**src/rtl/starfield_gen.sv**
```systemverilog
// Scrolling pseudo-random starfield for a raster pixel stream.
// A 17-bit Galois LFSR reloads at a per-frame moving pixel index; output is 1-cycle registered.
module starfield_gen #(
    parameter int unsigned CORDW   = 10,
    parameter int unsigned H_TOTAL = 800,
    parameter int unsigned V_TOTAL = 525,
    parameter int unsigned SPEED   = 1,
    parameter logic [16:0] SEED    = 17'h1FFFF,
    parameter logic [16:0] MASK    = 17'h12000,
    parameter int unsigned DENSITY = 8
) (
    input  logic             clk_pix,
    input  logic             rst,
    input  logic [CORDW-1:0] sx,
    input  logic [CORDW-1:0] sy,
    input  logic             hsync_in,
    input  logic             vsync_in,
    input  logic             de_in,
    output logic             hsync_out,
    output logic             vsync_out,
    output logic             de_out,
    output logic             star_on,
    output logic [7:0]       star_bright
);

    localparam int unsigned NPIX = H_TOTAL * V_TOTAL;
    localparam int unsigned PW   = $clog2(NPIX);

    localparam logic [PW-1:0] LAST_PIX = PW'(NPIX - 1);
    localparam logic [PW-1:0] ONE      = PW'(1);
    localparam logic [PW:0]   NPIX_W   = (PW + 1)'(NPIX);
    localparam logic [PW:0]   SPEED_W  = (PW + 1)'(SPEED);

    logic [PW-1:0] pos_q;
    logic [PW-1:0] offset_q;
    logic [PW-1:0] offset_d;
    logic [16:0]   lfsr_q;

    logic          frame_start;
    logic [PW-1:0] pix;
    logic [16:0]   step;
    logic [16:0]   lfsr_cur;
    logic [PW:0]   off_sum;
    logic          star;

    always_comb begin
        frame_start = (sx == '0) && (sy == '0);

        // Index wraps on its own so a missing frame_start cannot run it off the end.
        if (frame_start || (pos_q == LAST_PIX)) begin
            pix = '0;
        end else begin
            pix = pos_q + ONE;
        end

        step     = (lfsr_q >> 1) ^ (lfsr_q[0] ? MASK : 17'h0);
        lfsr_cur = (pix == offset_q) ? SEED : step;

        // One extra bit so offset+SPEED cannot overflow before the modulo.
        off_sum  = {1'b0, offset_q} + SPEED_W;
        offset_d = offset_q;
        if (frame_start) begin
            if (off_sum >= NPIX_W) begin
                offset_d = PW'(off_sum - NPIX_W);
            end else begin
                offset_d = off_sum[PW-1:0];
            end
        end

        star = de_in && (&lfsr_cur[16 -: DENSITY]);
    end

    always_ff @(posedge clk_pix) begin
        if (rst) begin
            pos_q       <= '0;
            offset_q    <= '0;
            lfsr_q      <= SEED;
            hsync_out   <= 1'b1;
            vsync_out   <= 1'b1;
            de_out      <= 1'b0;
            star_on     <= 1'b0;
            star_bright <= 8'h00;
        end else begin
            pos_q       <= pix;
            offset_q    <= offset_d;
            lfsr_q      <= lfsr_cur;
            hsync_out   <= hsync_in;
            vsync_out   <= vsync_in;
            de_out      <= de_in;
            star_on     <= star;
            star_bright <= star ? lfsr_cur[7:0] : 8'h00;
        end
    end

endmodule

```
**config.mk**
```make
export PLATFORM = sky130hd
export DESIGN_NAME = starfield_gen
export DESIGN_NICKNAME = d
export VERILOG_FILES = /design/src/rtl/starfield_gen.sv
export SDC_FILE = /design/constraint.sdc
export NUM_CORES = 1
export LEC_CHECK = 0
export BUFFER_PORTS_ARGS = -buffer_cell sky130_fd_sc_hd__clkbuf_2
export CELL_PAD_IN_SITES_DETAIL_PLACEMENT = 1
export CELL_PAD_IN_SITES_GLOBAL_PLACEMENT = 2
export CORE_MARGIN = 1.5
export CORE_UTILIZATION = 39
export DETAILED_ROUTE_END_ITERATION = 10
export PLACE_DENSITY = 0.95
export SLEW_MARGIN = 25
export SYNTH_ARGS = -nofsm -noshare
export SYNTH_HDL_FRONTEND = slang
export SYNTH_SLANG_ARGS = --single-unit
export TNS_END_PERCENT = 10
```
**constraint.sdc**
```tcl
create_clock -name clk_pix -period 9.4 [get_ports clk_pix]
set_input_delay 1.88 -clock clk_pix [delete_from_list [all_inputs] [get_ports clk_pix]]
set_output_delay 1.88 -clock clk_pix [all_outputs]
set_load 0.005 [all_outputs]
```
==> impl_results.md <==
* Fmax at 0.239 GHz
* Worst setup EP type: register
* Die X at 110 um
* Fillers at 1333
* Final period util at 0.444
* H-tree levels at 3
* Total Wirelength at 13800 um
* Starting Density at 0.406
* Layout cells sized above 1 at 0.155
* Core area at 11000 um^2
* Synth Area in Compound Gates at 0.193
* First-pass DRT Iterations at 5
* First-pass GRT wire length at 22000 um
* Max-slew violation count at 0
* Initial antenna violation count at 0
* Status: complete, no violations
* Largest family of logic cells by synthesized area: simple AND/OR/NAND/NOR gates
* Number of distinct library cells after synthesis at 82
* Startpoint types: input port
* Crit path kind: input port to register
* Flop-to-flop setup slack at 5300 ps
* CTS tree: done
* Largest net degree at the start of global routing at 52
* Yosys top cell area share at 0.301
* Setup tns final at 0 ps
* Simple-Gate Fraction of Synth Area at 0.310
* Synthesized flop and latch total at 67
* Final Setup Violations at 0
* Largest area contributor in the netlist: dfxtp_1
* Required @ worst endpoint at 9680 ps
* Ports at 37
* Final design utilization at 0.448
* N_diodes at 0
* Post-CTS Resized at 0
* Vias/cell at 6.17
* CTS Buf Count at 9
* Ys async rst share at 0
* Clk slew on worst S/H paths at 60 ps
* Die area at 12100 um^2
* Max-Cap Viols at 0
* Primary FF master, synth: dfxtp_1
* Setup bufs post-CTS at 0
* WL met2 at 6940 um
* Clock sinks at 67
* Hold WS at 412 ps
* Area share of xor/xnor cells in the synthesized design at 0.0940
* Vias in the first global route at 4245
* Area of the multi-input gates at 2840 um^2
* Cell area power density at 144 nW/um^2
* Met3 WL at 522 um
* Clk_skew at 9.11 ps
* DP Wirelength at 9780 um
* Mapped Nets at 569
* Final WS setup at 5220 ps
* Clock root buffer: clkbuf_16
* Measured slew at the worst slew-check pin at 1030 ps
* Rel. slew slack at 0.312
* Fin area at 4920 um^2
* Drc violations at 0
* Ys Warns at 0
* Hold Path Class: register to register
* Pre-CTS setup slack at 4900 ps
* ANT nets after route at 0
* Metal1 wirelength at 6090 um
* # port buffers at 36
* Worst skew pair latency at 340 ps
* RSZ-0062 raised after global routing: false
* # hold bufs at CTS at 0
* Sequential share of the synthesized area at 0.301
* Power, Total at 0.710 mW
* FP Rows at 38
* CTS max path bufs at 2
* Most frequent cells in the layout: dfxtp_1 (67), nor2_1 (54), clkbuf_2 (36), nand2_1 (28), xnor2_1 (27)
* Lkg Pwr at 1.71 nW
* Max IR drop VDD at 0.113 mV
* Area grow syn2layout at 10.4%
* Adder-cell share of the synthesized area at 0.0112
* Tmin final at 4180 ps
* Top Layer Used: met4
* Remaining Overflow, GRT at 0
* Overall routing resource usage at 0.239
* Synth area leaders: dfxtp_1 (30%), xnor2_1 (5.3%), nor2_1 (4.6%)
* Placed Cells at 672
* Arrival time worst endpoint at 4450 ps
* DR iter-0 viols at 244
* Vert. Die Dim at 110 um
* Critical Path Fanout Max at 11
* Post-synthesis cell count at 540
* Post-layout net count at 572
* Gpl congestion at 0.912
* Sequential standard cell area at 1340 um^2
* Area of the mapped netlist at 4460 um^2
* Post-Layout Cell Count at 688
* Final hold violation count at 0
* Vias post-DR at 4247
* Leading cell type in the layout, fill and taps excluded: dfxtp_1
* Drt wl/cell at 20.0 um
* EDFF count, synth at 0
* Post-synthesis area per instance at 8.26 um^2
* Mux contribution to synthesized area at 0.0289
* DP Area at 4590 um^2
path summary, 6_finish.rpt:
path	depth (start not counted)	from	endpoint
hold / removal	1	lfsr_q[9]$_SDFF_PP1_	lfsr_q[8]$_SDFF_PP1_
setup reg to reg	8	offset_q[1]$_SDFFE_PP0P_	offset_q[10]$_SDFFE_PP0P_
hold reg to reg	1	lfsr_q[9]$_SDFF_PP1_	lfsr_q[8]$_SDFF_PP1_
setup / recovery	9	sy[0]	star_on$_SDFF_PP0_
logic make-up (layout without fill, tap and decap cells):
group                    Yosys count  after routing
flip-flops                        67             67
AO/OA/AOI/OAI                    118            118
AND/OR/NAND/NOR                  242            242
multiplexers                      11             11
adder cells (fa/ha/maj)            4              4
buffers and inverters             58             66
XOR/XNOR                          40             40
sequential cells by signal, summed over array words and instances, names as in the netlist:
signal	count
offset_q	19
star_on	1
lfsr_q	17
de_out	1
star_bright	8
vsync_out	1
hsync_out	1
pos_q	19
layer usage:
metal,global-route usage,vias up
met4,0.0714,0
met1,0.305,2112
li1,-,2014
met3,0.0409,17
met5,0,-
met2,0.409,104
where the power goes:
| group | switching [mW] | internal (mW) |
|---|---|---|
| Clock | 0.145 | 0.238 |
| Combinational | 0.0197 | 0.0149 |
| Sequential | 0.00502 | 0.288 |
cells in the mapped netlist (7+ instances only):
cell type / n
a21o_1: 9
a21oi_1: 22
and3_1: 7
buf_2: 8
clkbuf_1: 25
dfxtp_1: 67
inv_1: 14
mux2_2: 7
nand2_1: 28
nand3_1: 22
nand4_1: 22
nor2_1: 55
nor2b_1: 10
nor3_1: 12
nor4_1: 12
o21ai_0: 19
or3_1: 23
or4_1: 11
xnor2_1: 27
xor2_1: 8
worst max-delay path: stages:
cell	delay [ps]
clkbuf_2	80
nor4_1	270
nand3_1	230
o22ai_2	510
a21oi_1	90
or3_1	340
a31o_2	280
nor4_4	580
or2_1	190
layout make-up:
class / count / area share
Sequential cell: 67 / 0.273
Inverter: 14 / 0.0107
Clock buffer: 9 / 0.0458
Timing Repair Buffer: 36 / 0.0366
Clock inverter: 7 / 0.0214
Multi-Input combinational cell: 415 / 0.577
Tap cell: 140 / 0.0356
Note: power is estimated with default switching activity, not from simulation.
